**config.mk**
```make
export PLATFORM = sky130hd
export DESIGN_NAME = fifo_wr_arbiter
export DESIGN_NICKNAME = d
export VERILOG_FILES = /design/src/rtl/fifo_wr_arbiter.sv
export SDC_FILE = /design/constraint.sdc
export NUM_CORES = 1
export LEC_CHECK = 0
export CORE_MARGIN = 5
export CORE_UTILIZATION = 44
export DETAILED_ROUTE_END_ITERATION = 10
export HOLD_SLACK_MARGIN = 0.15
export PLACE_DENSITY = 0.84
export SLEW_MARGIN = 20
export SYNTH_ARGS = -nofsm -noshare
export SYNTH_HDL_FRONTEND = slang
export SYNTH_SLANG_ARGS = --single-unit
```
**constraint.sdc**
```tcl
create_clock -name wclk -period 4.06 [get_ports wclk]
set_clock_uncertainty 0.15 [all_clocks]
set_input_delay 0.812 -clock wclk [delete_from_list [all_inputs] [get_ports wclk]]
set_output_delay 0.812 -clock wclk [all_outputs]
set_load 0.05 [all_outputs]
```
**src/rtl/fifo_wr_arbiter.sv**
```systemverilog
// Round-robin packet arbiter in front of an async FIFO write port.
// A winner is picked in IDLE, then owns the write port until its last beat is accepted.
module fifo_wr_arbiter #(
    parameter int DSIZE = 8,
    parameter int NREQ  = 4
) (
    input  logic                  wclk,
    input  logic                  wrst,
    input  logic [NREQ-1:0]       req_valid,
    input  logic [NREQ-1:0]       req_last,
    input  logic [NREQ*DSIZE-1:0] req_data,
    output logic [NREQ-1:0]       req_ready,
    input  logic                  wfull,
    output logic                  winc,
    output logic [DSIZE-1:0]      wdata,
    output logic [NREQ-1:0]       gnt,
    output logic                  busy,
    output logic [15:0]           wcount
);

    localparam int IW = $clog2(NREQ);
    localparam logic [NREQ-1:0] ONE_HOT0 = {{(NREQ-1){1'b0}}, 1'b1};
    localparam logic [IW-1:0]   LAST_IDX = IW'(NREQ - 1);

    typedef enum logic {
        IDLE,
        BUSY
    } state_t;

    state_t          state;
    logic [IW-1:0]   rr_ptr;
    logic [IW-1:0]   g_idx;
    logic [IW-1:0]   win_idx;
    logic [IW-1:0]   cand;
    logic            win_found;
    logic            accept;
    int              sum;
    logic [DSIZE-1:0] data_arr [NREQ];

    always_comb begin
        for (int i = 0; i < NREQ; i++) begin
            data_arr[i] = req_data[i*DSIZE +: DSIZE];
        end
    end

    // Walk offsets from the far end so the candidate nearest rr_ptr wins last.
    always_comb begin
        win_found = 1'b0;
        win_idx   = rr_ptr;
        sum       = 0;
        cand      = '0;
        for (int off = NREQ - 1; off >= 0; off--) begin
            sum = int'(rr_ptr) + off;
            if (sum >= NREQ) begin
                sum = sum - NREQ;
            end
            cand = IW'(sum);
            if (req_valid[cand]) begin
                win_found = 1'b1;
                win_idx   = cand;
            end
        end
    end

    always_ff @(posedge wclk or posedge wrst) begin
        if (wrst) begin
            state  <= IDLE;
            rr_ptr <= '0;
            g_idx  <= '0;
            gnt    <= '0;
            busy   <= 1'b0;
        end else begin
            case (state)
                IDLE: begin
                    if (win_found) begin
                        state <= BUSY;
                        g_idx <= win_idx;
                        gnt   <= ONE_HOT0 << win_idx;
                        busy  <= 1'b1;
                    end
                end
                BUSY: begin
                    if (accept && req_last[g_idx]) begin
                        state  <= IDLE;
                        gnt    <= '0;
                        busy   <= 1'b0;
                        rr_ptr <= (g_idx == LAST_IDX) ? '0 : g_idx + 1'b1;
                    end
                end
                default: state <= IDLE;
            endcase
        end
    end

    always_ff @(posedge wclk or posedge wrst) begin
        if (wrst) begin
            wcount <= '0;
        end else if (winc) begin
            wcount <= wcount + 16'd1;
        end
    end

    // The write path is combinational so a beat lands in the FIFO the cycle it is offered.
    assign accept    = (state == BUSY) && req_valid[g_idx] && !wfull;
    assign winc      = accept;
    assign req_ready = accept ? gnt : '0;
    assign wdata     = (state == BUSY) ? data_arr[g_idx] : '0;

endmodule

```
==> results_dict.tcl <==
set metrics [dict create \
    firstDrtPassIters 4 \
    cp.arrival_ps 2560 \
    first_global_vias 1521 \
    fill_cells 279 \
    slew_violations 0 \
    drv_cap 0 \
    dp_hpwl_mm 3.38 \
    start_kind "input pin" \
    n_antenna_cell 0 \
    yosys_register_bits 26 \
    vias 1427 \
    setup_viol_count_final 0 \
    seq_area_sq_um 651 \
    reg2reg_from "g_idx[0]" \
    drt_iter0_drc 23 \
    synth_edf_count 0 \
    cts_resized 0 \
    clk_pin_slew_ps 80 \
    synth_flop_cell "dfrtp_1" \
    synthCells 141 \
    grt_max_degree 27 \
    timing.reg2reg.setup_slack_ps 1390 \
    antenna_found_initial 0 \
    numCtsBuffers 3 \
    cts_sinks 26 \
    clk_latency_ps 260 \
    min-delay-path-class "reg -> reg" \
    multi_input_area_sq_um 888 \
    path_max_fanout 1 \
    syn-num-nets 186 \
    critical_path.endpoint_type "primary output" \
    dpl.cell_count 259 \
    slowest_delay_ps 690 \
    yosysUniqueCellTypes 38 \
    clockBufferDepth 2 \
    min_period_over_period 0.868 \
    tns_ps 0 \
    worstHoldEndpoint "wcount[15]" \
    synth_warnings 0 \
    tightestPinTransition_ps 924 \
    p_sw_frac 0.486 \
    power_frac_clock 0.090 \
    p_sw_mw 0.764 \
    gp_congestion 0.930 \
    status "finished, final reports clean" \
    cts_setup_buffers 0 \
    critical-path-slowest-cell "clkdlybuf4s50_1" \
    rsz0062_at_grt "no" \
    netlist_area_sq_mm 0.00160 \
    p_seq_frac 0.283 \
    required_ps 3100 \
    ios 77 \
    nNetsFinal 261 \
    relSlewSlack 0.383 \
    pwr-share-comb 0.628 \
    final-instance-count-excl-fill 262 \
    async_flop_share 1.00 \
    whs_path_depth 1 \
    avgSynthCellArea_sq_um 11.4 \
    path_cells "clkdlybuf4s50_1 -> mux4_2 -> and2_1 -> clkdlybuf4s50_1" \
    root_buffer "clkbuf_8" \
    final_layout_size_suffix_gt1_frac 0.126 \
    cts_tree "done" \
    crit-reg2reg-capture "rr_ptr[1]" \
    criticalPathCategory "in -> out" \
    worst_slack_ps 536 \
    intPower_mw 0.808 \
    gr-total-overflow 0 \
    cts.htree.levels 1 \
    power_density_mw_per_mm2 649 \
    p_leak_nw 1.02 \
    min_from "wcount[15]" \
    die_h_microns 70.4 \
    drc_errors 0 \
    via_per_inst 5.45 \
    period_minus_slack_ps 3520 \
    grt_pass1_wl_mm 7.13 \
    holdBufCountCts 0 \
    ys_seq_area_frac 0.406 \
    dieArea_sq_mm 0.00495 \
    max_freq_mhz 284 \
    ant_nets 0 \
    post-place-ws_ps 539 \
    routed_wl_mm 4.39 \
    start_util 0.445 \
    post_drt_wl_per_cell_microns 16.7 \
    grt_usage 0.177 \
    reg2reg_depth 5 \
    vdd_drop_max_mv 0.518 \
    dieWidth_microns 70.4 \
    num_rows 22 \
    port_buffers 76 \
    fp.coreArea_sq_mm 0.00361 \
    crit_top_cell "clkdlybuf4s50_1" \
    syn_to_final_growth_pct 51.0 \
    final_hold_viol_count 0 \
]
-- final cells by class --
class / instances / share of cell area
multi-input combinational: 102 / 0.367
timing repair buffer: 78 / 0.315
sequential: 26 / 0.269
tap: 48 / 0.0248
clock buffer: 3 / 0.0170
inverter: 5 / 0.00775
-- metal layers --
metal | part of all wire | routed length (microns) | GRT usage | up-vias
li1 | - | - | - | 665
met2 | 0.47 | 2080 | 0.301 | 72
met4 | 0.013 | 59 | 0.0596 | 0
met1 | 0.43 | 1900 | 0.218 | 683
met5 | 0 | 0 | 0 | -
met3 | 0.078 | 343 | 0.0417 | 7
-- how the worst max path moves through the flow --
stage	startpoint	endpoint	slack, ps	cells after the start
6_report	req_data[30]	wdata[6]	540	4
5_1_grt	g_idx[0]	wdata[6]	490	3
4_1_cts	req_data[30]	wdata[6]	530	4
3_5_place_dp	req_data[30]	wdata[6]	540	4
3_3_place_gp	req_data[29]	wdata[5]	560	4
2_1_floorplan	wfull	req_ready[0]	1070	4
-- worst max-delay path, delay by kind of cell --
family	cells	cell delay (ps)
muxes	1	470
buffers and inverters	2	1100
and+or+nand+nor	1	170
-- synth_stat cells, types with 3 or more instances --
cell      instances  area (sq um)
inv_1             5          18.8
dfrtp_1          26           651
buf_2             4          20.0
nand2_1           9          33.8
nor2b_1           5          31.3
nor3_1            5          25.0
a21oi_1           3          15.0
nor4b_2           3          45.0
o21ai_0           3          15.0
mux4_2            9           203
nor2_1            5          18.8
o32ai_1           4          35.0
nand3_1           3          15.0
nand2b_1          3          18.8
nor3b_1           4          30.0
xor2_1           13           114
and2_1            8          50.1
-- cell usage in the layout, fill, tap and decap left out --
cell,n
clkdlybuf4s50_1,71
dfrtp_1,26
xor2_1,13
nand2_1,9
mux4_2,9
and2_1,8
buf_4,7
inv_1,5
nor2_1,5
nor3_1,5
nor2b_1,5
nor3b_1,4
o32ai_1,4
nand3_1,3
nor4b_2,3
a21oi_1,3
nand2b_1,3
o21ai_0,3
clkbuf_8,3
mux2_2,2
nand4_1,2
and4_1,2
o22a_1,2
o22ai_1,2
mux2_4,2
xnor2_1,2
ha_1,2
nand3b_1,1
mux2i_1,1
a2bb2oi_2,1
nor4b_1,1
or4_1,1
o2bb2ai_1,1
o21bai_1,1
a221o_1,1
a221oi_1,1
-- per-stage QoR --
step	instance area, sq um	util	power [mW]	hold WS [ps]
global route	2420	0.672	1.65	332
detailed placement	2380	0.660	1.44	305
CTS	2420	0.672	1.59	321
global placement	2380	0.660	1.42	307
finish	2420	0.672	1.57	314
floorplan	1600	-	1.13	332
-- flip-flops by register name (all words and copies together) (netlist names) --
register	flops
busy	1
g_idx	2
gnt	4
rr_ptr	2
state	1
wcount	16
-- power by group through the flow --
stage / Clock [mW] / Combinational (mW) / Sequential (mW)
after floorplan: 0 / 0.584 / 0.547
after global placement: 0 / 0.975 / 0.441
after detailed placement: 0 / 0.992 / 0.449
after CTS: 0.145 / 0.995 / 0.445
after global routing: 0.154 / 1.04 / 0.462
final: 0.141 / 0.987 / 0.445
-- logic make-up after synthesis --
family / count (synthesis) / synth area share
buffers and inverters: 13 / 0.0406
xor gates and xnor gates: 15 / 0.0819
DFF: 26 / 0.406
AOI/OAI and AO/OA: 19 / 0.0905
adders and majority gates: 2 / 0.0156
and+or+nand+nor: 52 / 0.200
muxes: 14 / 0.165
No activity file was read; power rests on OpenSTA's default activity.
